### src/rtl/pe_out_formatter.sv
// Output formatter behind the PE MAC: rounds/truncates a 2W-bit accumulator with 2F fraction
// bits down to a W-bit fixed-point word, saturating on overflow, through a 2-entry pipeline.
module pe_out_formatter #(
  parameter int para_int_bits  = 7,
  parameter int para_frac_bits = 9,
  parameter int sat_cnt_bits   = 16
) (
  input  logic                         clk,
  input  logic                         rst,
  input  logic [2*(para_int_bits+para_frac_bits)-1:0] acc_data,
  input  logic                         acc_valid,
  output logic                         acc_ready,
  input  logic                         rounder_en,
  output logic [para_int_bits+para_frac_bits-1:0]     fmt_data,
  output logic                         fmt_valid,
  input  logic                         fmt_ready,
  output logic                         sat_flag,
  input  logic                         sat_clr,
  output logic [sat_cnt_bits-1:0]      sat_count
);

  localparam int W  = para_int_bits + para_frac_bits;
  localparam int F  = para_frac_bits;
  localparam int RW = 2 * W + 1;
  // Bits [2W:F+W-1] of r must all agree for the shifted value to fit in W signed bits.
  localparam int HB = W - F + 2;
  localparam logic [sat_cnt_bits-1:0] CNT_MAX = '1;

  logic          s1_valid;
  logic          s2_valid;
  logic [RW-1:0] s1_r;
  logic [RW-1:0] acc_ext;
  logic [RW-1:0] rnd_add;
  logic [HB-1:0] hi_bits;
  logic          sat_hit;
  logic [W-1:0]  sat_val;
  logic          s2_load;
  logic          acc_fire;
  logic          unused_low;

  // Handshake: a word moves on a rising edge where valid && ready; a producer holding valid
  // keeps its data stable, and acc_ready is derived only from pipeline occupancy, never acc_valid.
  assign s2_load   = s1_valid && (!s2_valid || fmt_ready);
  assign acc_ready = !s1_valid || s2_load;
  assign acc_fire  = acc_valid && acc_ready;
  assign fmt_valid = s2_valid;

  assign acc_ext = {acc_data[2*W-1], acc_data};
  assign rnd_add = rounder_en ? (RW'(1) << (F - 1)) : '0;

  // The fraction bits below F only matter through the rounding carry already folded into r.
  assign unused_low = ^s1_r[F-1:0];

  always_comb begin
    hi_bits = s1_r[RW-1 -: HB];
    sat_hit = !((&hi_bits) || (~|hi_bits));
    if (!sat_hit)
      sat_val = s1_r[F+W-1:F];
    else if (s1_r[RW-1])
      sat_val = {1'b1, {(W-1){1'b0}}};
    else
      sat_val = {1'b0, {(W-1){1'b1}}};
  end

  always_ff @(posedge clk or posedge rst) begin
    if (rst) begin
      s1_valid  <= 1'b0;
      s1_r      <= '0;
      s2_valid  <= 1'b0;
      fmt_data  <= '0;
      sat_flag  <= 1'b0;
      sat_count <= '0;
    end else begin
      if (acc_fire) begin
        s1_r     <= acc_ext + rnd_add;
        s1_valid <= 1'b1;
      end else if (s2_load) begin
        s1_valid <= 1'b0;
      end

      if (s2_load) begin
        s2_valid <= 1'b1;
        fmt_data <= sat_val;
      end else if (fmt_ready) begin
        s2_valid <= 1'b0;
      end

      // Status tracks results as they enter S2; a same-cycle clear takes priority.
      if (sat_clr) begin
        sat_flag  <= 1'b0;
        sat_count <= '0;
      end else if (s2_load && sat_hit) begin
        sat_flag <= 1'b1;
        if (sat_count != CNT_MAX)
          sat_count <= sat_count + sat_cnt_bits'(1);
      end
    end
  end

endmodule

### config.mk
export PLATFORM = sky130hd
export DESIGN_NAME = pe_out_formatter
export DESIGN_NICKNAME = d
export VERILOG_FILES = /design/src/rtl/pe_out_formatter.sv
export SDC_FILE = /design/constraint.sdc
export NUM_CORES = 1
export LEC_CHECK = 0
export ABC_AREA = 1
export BUFFER_PORTS_ARGS = -buffer_cell sky130_fd_sc_hd__clkbuf_2
export CAP_MARGIN = 20
export CORE_MARGIN = 2
export CORE_UTILIZATION = 55
export CTS_BUF_LIST = sky130_fd_sc_hd__clkbuf_16
export CTS_CLUSTER_SIZE = 24
export DETAILED_ROUTE_END_ITERATION = 10
export PLACE_DENSITY = 0.79
export SYNTH_ARGS = -nofsm -noshare
export SYNTH_HDL_FRONTEND = slang
export SYNTH_SLANG_ARGS = --single-unit
### constraint.sdc
create_clock -name clk -period 1.9 [get_ports clk]
set_input_delay 0.19 -clock clk [delete_from_list [all_inputs] [get_ports clk]]
set_output_delay 0.19 -clock clk [all_outputs]
set_load 0.01 [all_outputs]
## Word-level counts from Yosys, hierarchy flattened

Index checks and enable logic that the tools add are counted.
Widths: inputs -> output; s select.

- Flip-flop bits (word level): 68
- Output and inout port bits: 35
- Logic and storage cells: 38
- Input bits: 38

- Add/subtract/negate cells: 2
- Reductions and logical operators: 17
- Equality and inequality tests: 1
- Multiplexer cells: 12

Operator list:

| operator | count |
|---|---|
| $mux 16 | 5 |
| $add 32x10->33 | 1 |
| $add 16x1->16 const B | 1 |
| $ne 16x16->1 const B | 1 |
| $mux 9 | 1 |
| $reduce_and 9->1 | 1 |
| $reduce_or 9->1 | 1 |
| $reduce_bool 2->1 | 4 |
| $mux 1 | 6 |
| $logic_not 1->1 | 4 |
| $logic_and 1x1->1 | 3 |
| $logic_or 1x1->1 | 3 |
| $reduce_and 2->1 | 1 |

## Longest topological paths before layout

- Word-level depth: 7
- Mapped depth: 10
- Gate-level depth less buffers: 10

## Worst setup path after synthesis

Ideal clock, no wire load.

- Path type: flip-flop to flip-flop
- From: register sat_count[0]
- To: register sat_count[10]
- Stages on the path, launching flop included: 10
- Setup time: 118 ps
- Setup slack: 352 ps
- Clock period less this slack: 1548 ps
- Required time: 1782 ps
- Arrival: 1431 ps
- Path through: dfrtp_1 ha_1 nand2_1 nor2_4 nand4_2 nand3_2 nand2_4 buf_6 nand2_1 nand2_1

- Word-level cells in the longest chain between the ends: 4

RTL lines:

| element | line | source |
|---|---|---|
| from (decl) | 19 | `output logic [sat_cnt_bits-1:0] sat_count` |
| from (signal assigned) | 95 | `sat_count <= sat_count + sat_cnt_bits'(1);` |
| $add 16x1->16 | 95 |  |
| $mux 16 | 94 | `if (sat_count != CNT_MAX)` |
| $mux 16 | 92 | `end else if (s2_load && sat_hit) begin` |
| $mux 16 | 89 | `if (sat_clr) begin` |

Parallel ways exist; a longest one is shown, timed or not. The select of a mux whose other input is x is not followed.
A chain may end at the register's enable or synchronous reset.

## Worst setup path after layout

Same ends and word-level chain as after synthesis.

==> metrics.yaml <==
status:
  outcome: "finished clean"
power:
  p_leak_nw: 2.00
  vdd_drop_max_mv: 0.705
  power_per_cell_area_nw_per_um2: 913
final_layout:
  final_cells: 633
  fin_util_pct: 68.6
  final_cell_area_sq_um: 4060
  areaGrowthSynthToFinish_pct: 20.7
  final_nets: 593
  drive_gt1_share_pct: 17.2
  antenna_cells: 0
placement:
  place_congestion: 0.920
  hpwl_um: 5910
  placed_cell_area_sq_um: 3790
  place_inst: 616
  io_buffers: 64
setup_path:
  r2r_end: "sat_count[10]$_DFFE_PP0P_"
  worstSetupPathType: "reg -> reg"
  required_ns: 2.10
  cp-start-kind: "flip-flop"
  worstSetupEndpointType: "flip-flop"
  reg2reg_from: "sat_count[0]$_DFFE_PP0P_"
  worstRegToRegCells: 8
  cp.arrival_ns: 1.91
  critPathMaxFanout: 16
  r2r_slack_ns: 0.19
clock_network:
  htree_levels: 3
  cts_max_path_buffers: 2
  clk_latency_ns: 0.32
  clk_pin_slew_ns: 0.05
  cts_tree: "yes"
  cts.sink_count: 59
  cts_made_buffers: 9
  cts.root.buffer_cell: "clkbuf_16"
  cts_resized: 0
global_route:
  antenna_found_initial: 0
  grt_max_degree: 54
  grt-ovfl-total: 0
  grt_first_pass_wirelength_um: 13600
  track_usage_pct: 26.2
  grt_pass1_vias: 3025
routing:
  wl_met3_um: 388
  first_pass_iters: 5
  route.detailed.drc: 0
  post_drt_via_cell_ratio: 5.18
  drtIter0Drc: 209
  routed_wl_um: 7990
  ant_nets: 0
  top_layer: "met4"
  avgRoutedWirePerCell_um: 12.6
  vias: 3278
  wl_met2_um: 3850
  m1WireLength_um: 3690
timing:
  finalCritPeriodShare_pct: 90.2
  relSlewSlack_pct: 68.6
  setup_tns_ns: 0
  finalSetupViolCount: 0
  fin_skew_ns: 0.00990
  rsz0062_at_grt: "no"
  fin_crit_ns: 1.71
  hold_viol: 0
  max_freq_ghz: 0.583
  finalMaxSlewViolations: 0
  worst_slew_pin_slew_ns: 0.470
logic_synthesis:
  avgSynthCellArea_sq_um: 7.00
  yosys_warnings: 0
  syn_area_sq_um: 3370
  synthDistinctLibCells: 30
  ys_ff_latch: 59
  synth_cells: 481
  ys_seq_area_share_pct: 43.8
  syn_nets: 521
floorplan:
  ios: 73
  die_w_um: 82.2
  row_count: 28
  die_h_um: 82.2
  dieArea_sq_um: 6760
  initial_utilization_pct: 56.9
  coreArea_sq_um: 5920
hold_path:
  holdPathStages: 3
  hold_start: "acc_valid"
  whs_endpoint: "s1_valid$_DFFE_PP0P_"
  hold_path.class: "in -> reg"
job:
  drv_cap: 0
==> worst max path at each step <==
stage,to,slack [ns],from
after floorplan,fmt_data[0]$_DFFE_PP0P_,0.25,rst
after global placement,s1_r[30]$_DFFE_PP0P_,0.25,rounder_en
after detailed placement,s1_r[30]$_DFFE_PP0P_,0.20,rounder_en
after CTS,sat_count[10]$_DFFE_PP0P_,0.20,sat_count[0]$_DFFE_PP0P_
after global routing,fmt_data[14]$_DFFE_PP0P_,0.02,s1_r[29]$_DFFE_PP0P_
final,sat_count[10]$_DFFE_PP0P_,0.19,sat_count[0]$_DFFE_PP0P_
==> flip-flops by register name, summed over array words and instances, names as in the netlist <==
signal / cells
fmt_data: 16
fmt_valid: 1
s1_r: 24
s1_valid: 1
sat_count: 16
sat_flag: 1
==> layout make-up <==
class,instances,area (sq um)
clock buffer,9,225
multi-input combinational,383,1730
sequential,59,1480
fill,518,1860
clock inverter,7,36.3
tap,75,93.8
inverter,27,101
timing repair buffer,73,403
==> worst max-delay path, stage by stage, from the launching register on <==
cell	delay [ns]
dfrtp_1	0.42
ha_1	0.19
nand2_1	0.15
nor2_4	0.20
nand4_2	0.10
nand3_2	0.19
nand2_4	0.17
nand2_1	0.11
nand2_1	0.06
==> power by group <==
part	switching [mW]	total [mW]	internal, mW
combinational	0.451	0.725	0.275
sequential	0.136	1.60	1.46
clock	0.528	1.39	0.859
total	1.12	3.71	2.60
==> logic make-up (layout without fill, tap and decap cells) <==
| group | after synthesis | after routing | share of synthesized area, % |
|---|---|---|---|
| AOI/OAI and AO/OA | 38 | 38 | 5.87 |
| xor gates and xnor gates | 18 | 18 | 4.68 |
| adders and majority gates | 2 | 2 | 0.743 |
| buffers and inverters | 39 | 116 | 4.83 |
| DFF | 59 | 59 | 43.8 |
| and+or+nand+nor | 325 | 325 | 40.0 |
==> cell usage after synthesis <==
| cell | count | share of area [%] |
|---|---|---|
| inv_1 | 25 | 2.8 |
| nand2_1 | 169 | 19 |
| buf_6 | 1 | 0.33 |
| inv_2 | 1 | 0.11 |
| nand2_4 | 1 | 0.33 |
| xnor2_1 | 7 | 1.8 |
| nand4_2 | 1 | 0.37 |
| nor2_1 | 98 | 11 |
| nor4_1 | 1 | 0.19 |
| clkbuf_1 | 6 | 0.67 |
| o21ai_1 | 1 | 0.15 |
| nand4_1 | 3 | 0.56 |
| nand3_2 | 2 | 0.59 |
| o21bai_1 | 1 | 0.22 |
| ha_1 | 2 | 0.74 |
| a31oi_1 | 2 | 0.37 |
| nand2_2 | 2 | 0.37 |
| nor3_1 | 8 | 1.2 |
| o21ai_0 | 15 | 2.2 |
| dfrtp_1 | 59 | 44 |
| nand3b_1 | 6 | 1.3 |
| nor2_4 | 1 | 0.33 |
| nor2_2 | 2 | 0.37 |
| a211oi_1 | 1 | 0.22 |
| buf_2 | 4 | 0.59 |
| clkinv_1 | 1 | 0.11 |
| nand3_1 | 31 | 4.6 |
| a21oi_1 | 18 | 2.7 |
| xor2_1 | 11 | 2.9 |
| buf_4 | 1 | 0.22 |
==> through the flow <==
stage,hold WS [ns],setup slack (ns),power (mW)
6_report,0.0964,0.186,3.71
4_1_cts,0.0942,0.196,3.74
3_5_place_dp,0.0780,0.202,2.34
3_3_place_gp,0.0742,0.247,2.31
5_1_grt,0.115,0.0159,3.93
2_1_floorplan,0.337,0.254,2.04
==> layout by cell type, fill, tap and decap left out, types with 2 or more instances in the layout <==
cell type and n:
xnor2_1 7, clkinvlp_4 2, inv_2 2, xor2_1 11
nand3_1 31, ha_1 2, clkbuf_16 9, clkinv_2 2
dfrtp_1 59, inv_1 25, clkbuf_2 64, clkinv_1 3
nand4_1 3, nor2_2 2, nand3_2 2, nand2_2 2
nand3b_1 6, o21ai_0 15, a21oi_1 18, nand2_1 169
buf_4 7, nor2_1 98, nor3_1 8, a31oi_1 2
==> layer usage <==
layer / global-route usage, % / up-vias
met5: 0 / -
met4: 7.17 / 0
met3: 6.09 / 5
met2: 42.4 / 95
met1: 35.2 / 1506
li1: - / 1672
==> timing repair <==
action                    in CTS  in global routing
hold buffers                   1                  0
hold endpoints to repair       6                  0
buffers inserted               0                  0
Note: power is estimated with default switching activity, not from simulation.
